## src/rtl/relogio_pkg.sv

```systemverilog
// Shared types and constants for the clock controller.
package relogio_pkg;

    // Controller operating modes; the encoding is visible on ctrlr_mode.
    typedef enum logic [1:0] {
        RUN      = 2'd0,
        SET_HOUR = 2'd1,
        SET_MIN  = 2'd2
    } relogio_mode_e;

    // BCD limits of the seconds digits.
    localparam logic [3:0] SEC_LSD_MAX = 4'd9;
    localparam logic [2:0] SEC_MSD_MAX = 3'd5;

    // Mode sequence followed on each mode button press.
    function automatic relogio_mode_e next_mode(input relogio_mode_e mode);
        case (mode)
            RUN:      return SET_HOUR;
            SET_HOUR: return SET_MIN;
            default:  return RUN;
        endcase
    endfunction

    // True when the seconds digits read 59.
    function automatic logic sec_at_max(input logic [3:0] lsd, input logic [2:0] msd);
        return (lsd == SEC_LSD_MAX) && (msd == SEC_MSD_MAX);
    endfunction

endpackage

```

## src/rtl/ctrl_debounce.sv

```systemverilog
// Debouncer plus rising-edge detector for one already-synchronized button.
// A new level is accepted once it has been seen for DEBOUNCE_CYCLES
// consecutive cycles; deb_press pulses for one cycle when the accepted
// level goes from 0 to 1.
module ctrl_debounce #(
    parameter int unsigned DEBOUNCE_CYCLES = 500000
) (
    input  logic deb_clock,
    input  logic deb_reset,
    input  logic deb_level,
    output logic deb_press
);

    localparam int unsigned CNT_W = $clog2(DEBOUNCE_CYCLES + 1);
    localparam logic [CNT_W-1:0] CNT_LAST = CNT_W'(DEBOUNCE_CYCLES - 1);

    logic [CNT_W-1:0] cnt_q, cnt_d;
    logic             stable_q, stable_d;
    logic             prev_q;

    // Count consecutive samples that disagree with the accepted level.
    always_comb begin
        cnt_d    = '0;
        stable_d = stable_q;
        if (deb_level != stable_q) begin
            if (cnt_q == CNT_LAST) begin
                stable_d = deb_level;
            end else begin
                cnt_d = cnt_q + 1'b1;
            end
        end
    end

    // Debounce counter, accepted level and its one-cycle-delayed copy.
    always_ff @(posedge deb_clock or negedge deb_reset) begin
        if (!deb_reset) begin
            cnt_q    <= '0;
            stable_q <= 1'b0;
            prev_q   <= 1'b0;
        end else begin
            cnt_q    <= cnt_d;
            stable_q <= stable_d;
            prev_q   <= stable_q;
        end
    end

    assign deb_press = stable_q & ~prev_q;

endmodule

```

## src/rtl/ctrl_relogio.sv

```systemverilog
// Clock controller: mode FSM, seconds prescaler/counter in BCD, minute and
// hour increment pulses, counter enables and the set-mode blink.
module ctrl_relogio
    import relogio_pkg::*;
#(
    parameter int unsigned CLK_HZ          = 50000000,
    parameter int unsigned DEBOUNCE_CYCLES = 500000
) (
    input  logic       ctrlr_clock,
    input  logic       ctrlr_reset,
    input  logic       ctrlr_btn_mode,
    input  logic       ctrlr_btn_up,
    input  logic       ctrlr_min_carry,
    output logic       ctrlr_min_enable,
    output logic       ctrlr_min_inc,
    output logic       ctrlr_hour_enable,
    output logic       ctrlr_hour_inc,
    output logic [3:0] ctrlr_sec_lsd,
    output logic [2:0] ctrlr_sec_msd,
    output logic [1:0] ctrlr_mode,
    output logic       ctrlr_blink
);

    localparam int unsigned PRESC_W = $clog2(CLK_HZ);
    localparam logic [PRESC_W-1:0] PRESC_MAX = PRESC_W'(CLK_HZ - 1);

    localparam int unsigned BLINK_HALF = CLK_HZ / 4;
    localparam int unsigned BLINK_W = $clog2(BLINK_HALF + 1);
    localparam logic [BLINK_W-1:0] BLINK_MAX = BLINK_W'(BLINK_HALF - 1);

    // Bit 0 is the mode button, bit 1 the up button.
    logic [1:0] sync1_q, sync2_q;
    logic       press_mode, press_up;

    relogio_mode_e mode_q, mode_d;

    logic [PRESC_W-1:0] presc_q, presc_d;
    logic [3:0]         sec_lsd_q, sec_lsd_d;
    logic [2:0]         sec_msd_q, sec_msd_d;

    logic min_inc_q, min_inc_d;
    logic hour_inc_q, hour_inc_d;
    logic min_en_q, min_en_d;
    logic hour_en_q, hour_en_d;

    logic [BLINK_W-1:0] blink_cnt_q, blink_cnt_d;
    logic               blink_q, blink_d;

    logic tick;
    logic stay_run;
    logic sec_wrap;
    logic up_ok;

    // Two-flop synchronizers for the raw asynchronous buttons.
    always_ff @(posedge ctrlr_clock or negedge ctrlr_reset) begin
        if (!ctrlr_reset) begin
            sync1_q <= '0;
            sync2_q <= '0;
        end else begin
            sync1_q <= {ctrlr_btn_up, ctrlr_btn_mode};
            sync2_q <= sync1_q;
        end
    end

    ctrl_debounce #(
        .DEBOUNCE_CYCLES(DEBOUNCE_CYCLES)
    ) u_deb_mode (
        .deb_clock(ctrlr_clock),
        .deb_reset(ctrlr_reset),
        .deb_level(sync2_q[0]),
        .deb_press(press_mode)
    );

    ctrl_debounce #(
        .DEBOUNCE_CYCLES(DEBOUNCE_CYCLES)
    ) u_deb_up (
        .deb_clock(ctrlr_clock),
        .deb_reset(ctrlr_reset),
        .deb_level(sync2_q[1]),
        .deb_press(press_up)
    );

    // Prescaler wrap; only meaningful while running.
    assign tick = (mode_q == RUN) && (presc_q == PRESC_MAX);

    // Staying in RUN this cycle; a mode press out of RUN drops the tick.
    assign stay_run = (mode_q == RUN) && (mode_d == RUN);
    assign sec_wrap = stay_run && tick && sec_at_max(sec_lsd_q, sec_msd_q);

    // Mode press takes precedence over a simultaneous up press.
    assign up_ok = press_up && !press_mode;

    // Mode FSM next state.
    always_comb begin
        mode_d = mode_q;
        if (press_mode) begin
            mode_d = next_mode(mode_q);
        end
    end

    // Prescaler and BCD seconds; both sit at zero outside RUN and on the
    // first RUN cycle after returning from a set mode.
    always_comb begin
        presc_d   = '0;
        sec_lsd_d = '0;
        sec_msd_d = '0;
        if (stay_run) begin
            sec_lsd_d = sec_lsd_q;
            sec_msd_d = sec_msd_q;
            if (tick) begin
                if (sec_lsd_q == SEC_LSD_MAX) begin
                    sec_lsd_d = '0;
                    sec_msd_d = (sec_msd_q == SEC_MSD_MAX) ? 3'd0 : sec_msd_q + 3'd1;
                end else begin
                    sec_lsd_d = sec_lsd_q + 4'd1;
                end
            end else begin
                presc_d = presc_q + 1'b1;
            end
        end
    end

    // Increment pulses and enables, all registered.
    always_comb begin
        min_inc_d  = sec_wrap || ((mode_q == SET_MIN) && up_ok);
        hour_inc_d = (sec_wrap && ctrlr_min_carry) || ((mode_q == SET_HOUR) && up_ok);
        min_en_d   = (mode_d == RUN) || (mode_d == SET_MIN);
        hour_en_d  = (mode_d == RUN) || (mode_d == SET_HOUR);
    end

    // Blink generator: restarts high on every entry into a set mode.
    always_comb begin
        blink_cnt_d = '0;
        blink_d     = 1'b0;
        if (mode_d != RUN) begin
            if (mode_d != mode_q) begin
                blink_d = 1'b1;
            end else if (blink_cnt_q == BLINK_MAX) begin
                blink_d = ~blink_q;
            end else begin
                blink_cnt_d = blink_cnt_q + 1'b1;
                blink_d     = blink_q;
            end
        end
    end

    // State registers.
    always_ff @(posedge ctrlr_clock or negedge ctrlr_reset) begin
        if (!ctrlr_reset) begin
            mode_q      <= RUN;
            presc_q     <= '0;
            sec_lsd_q   <= '0;
            sec_msd_q   <= '0;
            min_inc_q   <= 1'b0;
            hour_inc_q  <= 1'b0;
            min_en_q    <= 1'b0;
            hour_en_q   <= 1'b0;
            blink_cnt_q <= '0;
            blink_q     <= 1'b0;
        end else begin
            mode_q      <= mode_d;
            presc_q     <= presc_d;
            sec_lsd_q   <= sec_lsd_d;
            sec_msd_q   <= sec_msd_d;
            min_inc_q   <= min_inc_d;
            hour_inc_q  <= hour_inc_d;
            min_en_q    <= min_en_d;
            hour_en_q   <= hour_en_d;
            blink_cnt_q <= blink_cnt_d;
            blink_q     <= blink_d;
        end
    end

    assign ctrlr_min_enable  = min_en_q;
    assign ctrlr_min_inc     = min_inc_q;
    assign ctrlr_hour_enable = hour_en_q;
    assign ctrlr_hour_inc    = hour_inc_q;
    assign ctrlr_sec_lsd     = sec_lsd_q;
    assign ctrlr_sec_msd     = sec_msd_q;
    assign ctrlr_mode        = mode_q;
    assign ctrlr_blink       = blink_q;

endmodule
```

## config.mk

```make
export PLATFORM = sky130hd
export DESIGN_NAME = ctrl_relogio
export DESIGN_NICKNAME = d
export VERILOG_FILES = /design/src/rtl/relogio_pkg.sv /design/src/rtl/ctrl_debounce.sv /design/src/rtl/ctrl_relogio.sv
export SDC_FILE = /design/constraint.sdc
export NUM_CORES = 1
export LEC_CHECK = 0
export CAP_MARGIN = 20
export CORE_UTILIZATION = 40
export DETAILED_ROUTE_END_ITERATION = 10
export PLACE_DENSITY = 0.64
export SYNTH_ARGS = -nofsm -noshare
export SYNTH_HDL_FRONTEND = slang
export SYNTH_SLANG_ARGS = --single-unit
```

## constraint.sdc

```tcl
create_clock -name ctrlr_clock -period 2.2 [get_ports ctrlr_clock]
set_input_delay 0.22 -clock ctrlr_clock [delete_from_list [all_inputs] [get_ports ctrlr_clock]]
set_output_delay 0.22 -clock ctrlr_clock [all_outputs]
set_load 0.01 [all_outputs]
```

Yosys cells after proc, flatten, opt, wreduce, memory -nomap -nowiden
Index checks and enable logic that the tools add are counted.

Register bits: 110. Latch bits: 0. Memory bits (writable): 0. ROM bits: 0. Output and inout port bits: 14. Memories kept: 0.

Add/sub/neg operators: 6. Multipliers: 0. Div/mod/pow operators: 0. Order comparisons: 0. Equality and inequality tests: 16. Shifts and indexed selects: 0. Mux-type cells: 21. Bitwise logic cells: 5. Reductions and logical operators: 20.

Operators with widths (count): $mux W19 (4); $mux W24 (3); $mux W26 (2); $add A19 B1 Y19 const B (2); $eq A19 B19 Y1 const B (2); $add A26 B1 Y26 const B (1); $eq A26 B26 Y1 const B (1); $add A24 B1 Y24 const B (1); $eq A24 B24 Y1 const B (1); $mux W3 (4); $mux W4 (3); $logic_and A1 B1 Y1 (9); $reduce_and A2 Y1 (3); $add A4 B1 Y4 const B (1); $eq A2 B1 Y1 const B (2); $eq A2 B2 Y1 const B (2); $eq A4 B4 Y1 const B (1); $logic_not A2 Y1 (2); $logic_or A1 B1 Y1 (4); $pmux W2 S2 (1); $add A3 B1 Y3 const B (1); $eq A3 B3 Y1 const B (1); $mux W1 (3); $ne A3 B1 Y1 const B (1); 9 further kinds (13).

Depth between registers and ports, before layout
Gate-level depths: netlist (run 1).

Word-level depth: 9. Mapped depth: 6.

Hierarchy
Synthesis (run 1) repeated with hierarchy kept, for this count alone.

Cells, all modules: 559. Area total of the unflattened synthesis: 5500.3 um^2.

Modules (own cells, without submodules): ctrl_relogio (instances 1, cells an instance 349, area each 3378.2 um^2, seq. area each 1701.6 um^2); ctrl_debounce (instances 2, cells an instance 105, area each 1061.0 um^2, seq. area each 525.5 um^2).

Least setup slack after synthesis (run 1)
No wires, ideal clock.

Kind: register -> register. Start point: reg u_deb_mode.cnt_q[11]. End point: reg u_deb_mode.stable_q. Library setup time: 0.125 ns. Arrival time: 1.907 ns. Data required time: 2.075 ns. Path slack: 0.168 ns. Cell stages (with the launch flop): 5. Path buffers: 0. Cells stage by stage: dfrtp_1 or4_1 or4_4 nor2_1 mux2_2.

Cells in the longest elaborated chain, start to end: 2.

RTL lines: from (decl) (line ctrl_debounce.sv:17) `logic [CNT_W-1:0] cnt_q, cnt_d;`; from (signal assigned) (line ctrl_debounce.sv:41) `cnt_q <= cnt_d;`; $eq A19 B19 Y1 (line ctrl_debounce.sv:26) `if (cnt_q == CNT_LAST) begin`; $reduce_and A2 Y1 (no source line); to (signal assigned) (line ctrl_debounce.sv:42) `stable_q <= stable_d;`; to (decl) (line ctrl_debounce.sv:18) `logic stable_q, stable_d;`.

No other way between the ends. A chain may end at the register's enable or synchronous reset.

Worst setup path after layout (run 1)
Start point: reg u_deb_mode.cnt_q[12]. End point: reg u_deb_mode.stable_q.

The elaborated chain is that of the path after synthesis.

==> run metrics, run 1 <==
Yosys cell types=47; Clock Tree Buf Depth=2; Final setup viols=0; leakage dissipation=0.00249 uW; Clk pwr share=0.469; Ys Warns=0; post-DR vias/cell=5.40; CP required=between 2 and 2.5 ns; Core Box Area=0.0132 sq mm; CP max stage delay=roughly 0.57 ns; final core occ=0.480; worst slew pin tran=around 0.67 ns; CP Class=reg2reg; die width=119 microns; Slowest-stage cell, CP=or4_4; Die Footprint=0.0141 sq mm; vias in the first global route=3918; Initial Utilization=0.411; syn_nets=roughly 570; final hold violation count=0; Tcrit/Tclk final=0.944; share of layout cells above drive strength 1=0.0929; power per cell area=about 630 mW/mm^2; remaining antenna violation count after routing=0; sw frac=0.201; mapped cell area=0.00544 sq mm; clk root buf=clkbuf_16; cell area after layout=0.00635 sq mm; Slew Limit Headroom=0.554; crit path max fanout=5; Startpoint Class=register; row count=42; first-pass GRT wire length=18900 microns; Seq/Total Area, Yosys=0.506; Worst EP arrival=about 2.3 ns; internal power=3210 uW; fmax=482 MHz; RSZ-0062 raised after global routing=no; max-cap viol count=0; Sink Count=110; Syn Area/Cell=between 9 and 10 sq um; max-slew violations=0; Logic pwr share=0.022; Final #Nets=609; GPL Wtd Cong=roughly 0.8; P_sw=806 uW; total number of vias=4206; 1st-pass router iterations=4; Worst Clk Skew=0.00922 ns; placed cell area=0.00596 sq mm; FF+latch count, synth=110; drt initial violations=290; grt ovf=0; crit end category=register; status=finished, final reports clean; Max VDD drop=0.399 mV; async set-reset flop share out of synthesis=1.00; Flop pwr share=0.509; Syn Inst Count=554; class of the worst hold path=in2reg; DR WL/cell=13.9 microns; HPWL Detailed=7390 microns; insertion delay to the later sink of the worst-skew pair=0.36 ns; die height=approximately 120 microns; Min Clock Period, post-route=slightly above 2 ns; TritonCTS clock tree=done; DRC violations left=0; Max H-tree Level=3; total negative slack=0 ns; Ports=19; routed wire length=roughly 11000 microns; clk slew on worst S/H paths=0.07 ns; overall routing resource usage=0.166; Buffers on Ports=18; CTS Buf Count=9; ANT cells=0; initial antenna violation count=0; Critical Path, Cell by Cell=or4_1 > or4_4 > nor2_1 > mux2_2; Post-synth EDFFs=0; Area Overhead vs Synth=16.8%; Primary FF master, synth=dfrtp_1; largest net degree at the start of global routing=54
placed cells by master (no fill, tap or decap), types with 10 or more instances in the layout:
cell type and n:
o31ai_1 11, and4_1 11, xor2_1 20, or3_1 21, inv_1 22, dfrtp_1 110, nor2_1 68, nand3_1 36
nand4_1 20, o21ai_0 23, nor4_1 14, xnor2_1 33, a21oi_1 36, buf_4 25, nand2_1 29, or4_1 21
clkdlybuf4s50_1 17, nor3_1 10
cells by family after synthesis:
group                    after synthesis  synth area share
AO/OA/AOI/OAI                         79            0.0828
adder cells (fa/ha/maj)                6            0.0138
buffers and inverters                 34            0.0265
flip-flops                           110             0.506
XOR/XNOR                              53            0.0853
multiplexers                           3           0.00598
AND/OR/NAND/NOR                      269             0.280
power groups by stage:
stage	Sequential (uW)	Clock [uW]	Combinational [uW]
after floorplan	2080	0	28.1
after global placement	2080	0	89.6
after detailed placement	2080	0	90.8
after CTS	2040	1940	92.6
after global routing	2040	2020	103
final	2040	1880	87.7
timing repair:
| action | CTS | global route |
|---|---|---|
| setup buffers | 0 | 2 |
| hold buffers | 1 | 0 |
| setup endpoints to repair | 0 | 4 |
| gates resized for setup | 0 | 3 |
| endpoints found under the hold margin | 51 | 0 |
routing by layer:
layer  up-vias  routed length [microns]  global-route usage
met5         -                        0                   0
met4         0                      182              0.0680
met3        15                      346              0.0314
met2        59                     4870               0.246
met1      2021                     5410               0.239
li1       2111                        -                   -
final timing paths:
kind / start / endpoint / slack, ns / cells after the start
setup / recovery: u_deb_mode.cnt_q[12]$_DFF_PN0_ / u_deb_mode.stable_q$_DFFE_PN0P_ / 0.12 / 4
hold / removal: ctrlr_btn_mode / sync1_q[0]$_DFF_PN0_ / 0.30 / 1
setup reg to reg: u_deb_mode.cnt_q[12]$_DFF_PN0_ / u_deb_mode.stable_q$_DFFE_PN0P_ / 0.12 / 4
hold reg to reg: sync1_q[1]$_DFF_PN0_ / sync2_q[1]$_DFF_PN0_ / 0.34 / 0
max in group asynchronous: ctrlr_reset / presc_q[10]$_DFF_PN0_ / 1.07 / 3
min in group asynchronous: ctrlr_reset / blink_cnt_q[17]$_DFF_PN0_ / 0.43 / 2
sequential cells by signal, indices dropped and copies added (netlist names):
name,cells
blink_cnt_q,24
ctrlr_blink,1
ctrlr_hour_enable,1
ctrlr_hour_inc,1
ctrlr_min_enable,1
ctrlr_min_inc,1
ctrlr_mode,2
ctrlr_sec_lsd,4
ctrlr_sec_msd,3
presc_q,26
sync1_q,2
sync2_q,2
u_deb_mode.cnt_q,19
u_deb_mode.prev_q,1
u_deb_mode.stable_q,1
u_deb_up.cnt_q,19
u_deb_up.prev_q,1
u_deb_up.stable_q,1
stage by stage:
| step | std cells | hold slack [ns] | power, uW | setup WS [ns] |
|---|---|---|---|---|
| floorplan | 554 | -0.0756 | 2110 | 0.168 |
| global placement | 759 | 0.304 | 2170 | 0.145 |
| detailed placement | 759 | 0.303 | 2170 | 0.105 |
| CTS | 776 | 0.291 | 4080 | 0.0879 |
| global route | 779 | 0.288 | 4170 | 0.00520 |
| finish | 779 | 0.304 | 4010 | 0.124 |
synthesized netlist by cell type, types with 2 or more instances:
master	n	area share
a21oi_1	36	0.033
and2_1	3	0.0035
and3_1	3	0.0035
and4_1	11	0.018
buf_2	7	0.0064
clkbuf_1	4	0.0028
dfrtp_1	110	0.51
ha_1	6	0.014
inv_1	22	0.015
mux2_2	2	0.0041
nand2_1	29	0.020
nand2b_1	3	0.0035
nand3_1	36	0.033
nand3b_1	4	0.0055
nand4_1	20	0.023
nand4_2	3	0.0069
nand4b_1	2	0.0032
nor2_1	68	0.047
nor2b_1	2	0.0023
nor3_1	10	0.0092
nor3b_1	2	0.0028
nor4_1	14	0.016
nor4b_1	5	0.0081
o211ai_1	2	0.0028
o21ai_0	24	0.022
o31ai_1	11	0.015
or3_1	21	0.024
or4_1	21	0.029
or4_4	3	0.0062
or4b_1	2	0.0037
xnor2_1	33	0.053
xor2_1	20	0.032
worst max-delay path, delay by kind of cell, from the launching register on:
kind	cells	cell delay [ns]
DFF	1	0.42
muxes	1	0.33
and+or+nand+nor	3	1.21
cell type report:
class	count	area (sq um)
Tap cell	176	220
Clock inverter	5	104
Multi-Input combinational cell	411	2560
Sequential cell	110	2750
Timing Repair Buffer	44	388
Fill cell	1250	6890
Inverter	22	82.6
Clock buffer	11	243
Power figures use the tool's default switching activity.
==> run 2: changes to the inputs <==
Settings changed: CORE_ASPECT_RATIO from default to 1.1.
==> run 2 against run 1 <==
Critical path depth rose by 3. Critical path type unchanged. Non-clock buffer count is 5 lower. Fmax is 3.4% lower. Worst hold slack improved by 0.0065 ns. Sequential power barely moved. Largest power group unchanged. Global-route usage is 0.46 points lower. Power increased by 3.2%. Final cell count fell by 2.7%. Register-to-register slack worse by 0.07 ns. Design area down 0.37%. Clock power up 6%. Clock-buffer cell count did not move.
==> run metrics, run 2 (same netlist as run 1, synthesis figures left out) <==
Max H-tree Level=3; row count=between 40 and 50; placed cell area=0.00593 sq mm; Min Clock Period, post-route=~2.1 ns; Tcrit/Tclk final=0.977; Worst EP arrival=2.37 ns; status=finished, final reports clean; clk slew on worst S/H paths=0.07 ns; total number of vias=4146; drt initial violations=roughly 300; RSZ-0062 raised after global routing=yes; share of layout cells above drive strength 1=0.0854; Multi-input gate area=0.00255 sq mm; cell area after layout=0.00633 sq mm; HPWL Detailed=7330 microns; Slowest-stage cell, CP=or4_4; CTS Buf Count=9; max-cap viol count=0; crit end category=register; vias in the first global route=4073; die width=113 microns; Max VDD drop=0.389 mV; TritonCTS clock tree=done; Initial Utilization=0.412; Filler cells=roughly 1200; routed wire length=10700 microns; post-place setup slack=0.123 ns; Area Overhead vs Synth=16.4%; Top Registers=presc_q x26, blink_cnt_q x24; GPL Wtd Cong=approximately 0.84; DR WL/cell=14.2 microns; ANT cells=0; fmax=465 MHz; Final #Nets=603; final worst setup slack=0.0504 ns; Worst Clk Skew=0.00655 ns; grt ovf=0; CP required=2.42 ns; class of the worst hold path=in2reg; first-pass GRT wire length=~19000 microns; Ports=19; post-DR vias/cell=5.47; Startpoint Class=register; most frequent cells in the layout=dfrtp_1, nor2_1, a21oi_1, nand3_1, xnor2_1; most common cell after layout, fill and taps aside=dfrtp_1; max-slew violations=0; largest net degree at the start of global routing=39; Final setup viols=0; Largest register FFs=26; crit path max fanout=9; Slew Limit Headroom=0.597; initial antenna violation count=0; final hold violation count=0; Clock Tree Buf Depth=2; Die Footprint=0.0141 sq mm; overall routing resource usage=0.162; Most flops, register=presc_q; DRC violations left=0; CP max stage delay=roughly 0.57 ns; insertion delay to the later sink of the worst-skew pair=0.35 ns; Sequential Area=0.00275 sq mm; worst slew pin tran=0.600 ns; Core Box Area=0.0132 sq mm; remaining antenna violation count after routing=0; CP Class=reg2reg; Critical Path, Cell by Cell=ha_2 > nand4_2 > or4_4 > buf_2 > buf_4 > o31ai_1 > a21oi_1; leakage dissipation=approximately 0.0025 uW; die height=124 microns; clk root buf=clkbuf_16; Sink Count=110; power per cell area=about 650 mW/mm^2; 1st-pass router iterations=4; Buffers on Ports=18
run 2: cell types whose count changed in the layout (fill, tap and decap cells not counted):
cell | before | now
buf_2 | 0 | 1
ha_2 | 1 | 2
or4_2 | 1 | 0
clkinv_2 | 1 | 0
nand4_2 | 2 | 3
buf_12 | 1 | 3
buf_4 | 25 | 17
bufinv_16 | 3 | 4
nand4_4 | 1 | 0
ha_1 | 5 | 4
run 2: report_power, final:
part           switching [uW]  total (uW)  internal (uW)
registers                11.1        2040           2030
clock network             739        2000           1260
logic                    61.9        92.8           30.9
total                     812        4140           3330
run 2: stage by stage:
step	TNS [ns]	std cells	power, uW	util	hold WS, ns
after floorplan	0	554	2110	-	-0.0756
after global placement	0	739	2180	0.449	0.216
after detailed placement	0	739	2180	0.449	0.227
after CTS	0	756	4200	0.478	0.300
after global routing	-0.0182	758	4270	0.479	0.299
final	0	758	4140	0.479	0.311
run 2: critical path: cells and delay by family (launching register included):
| kind | cells | cell delay, ns |
|---|---|---|
| AO/OA/AOI/OAI | 2 | 0.32 |
| adder cells (fa/ha/maj) | 1 | 0.23 |
| buffers and inverters | 2 | 0.34 |
| flip-flops | 1 | 0.41 |
| AND/OR/NAND/NOR | 2 | 0.73 |
run 2: area by class of cell:
class | count | area share
Clock buffer | 11 | 0.0384
Tap cell | 161 | 0.0318
Clock inverter | 5 | 0.0204
Timing Repair Buffer | 39 | 0.0589
Inverter | 22 | 0.0130
Sequential cell | 110 | 0.435
Multi-Input combinational cell | 410 | 0.403
run 2: repair_timing:
item | CTS | global route
resized for setup | 0 | 3
endpoints found under the setup margin | 0 | 3
buffers inserted | 0 | 2
endpoints found under the hold margin | 34 | 0
hold buffers | 1 | 0
run 2: metal layers:
layer,vias up,part of all wire,GRT usage
met5,-,0,0
met4,0,0.012,0.0611
met3,8,0.023,0.0307
met2,47,0.49,0.272
met1,2000,0.48,0.205
li1,2091,-,-
run 2: final timing paths:
kind                                       from                      endpoint  slack [ns]  cells past startpoint
hold / removal                     ctrlr_btn_up          sync1_q[1]$_DFF_PN0_        0.31                      1
hold reg to reg            sync1_q[0]$_DFF_PN0_          sync2_q[0]$_DFF_PN0_        0.36                      0
setup / recovery           presc_q[0]$_DFF_PN0_  ctrlr_sec_lsd[3]$_DFFE_PN0P_        0.05                      7
min in group asynchronous           ctrlr_reset     blink_cnt_q[17]$_DFF_PN0_        0.37                      2
max in group asynchronous           ctrlr_reset         presc_q[14]$_DFF_PN0_        1.25                      3
setup reg to reg           presc_q[0]$_DFF_PN0_  ctrlr_sec_lsd[3]$_DFFE_PN0P_        0.05                      7
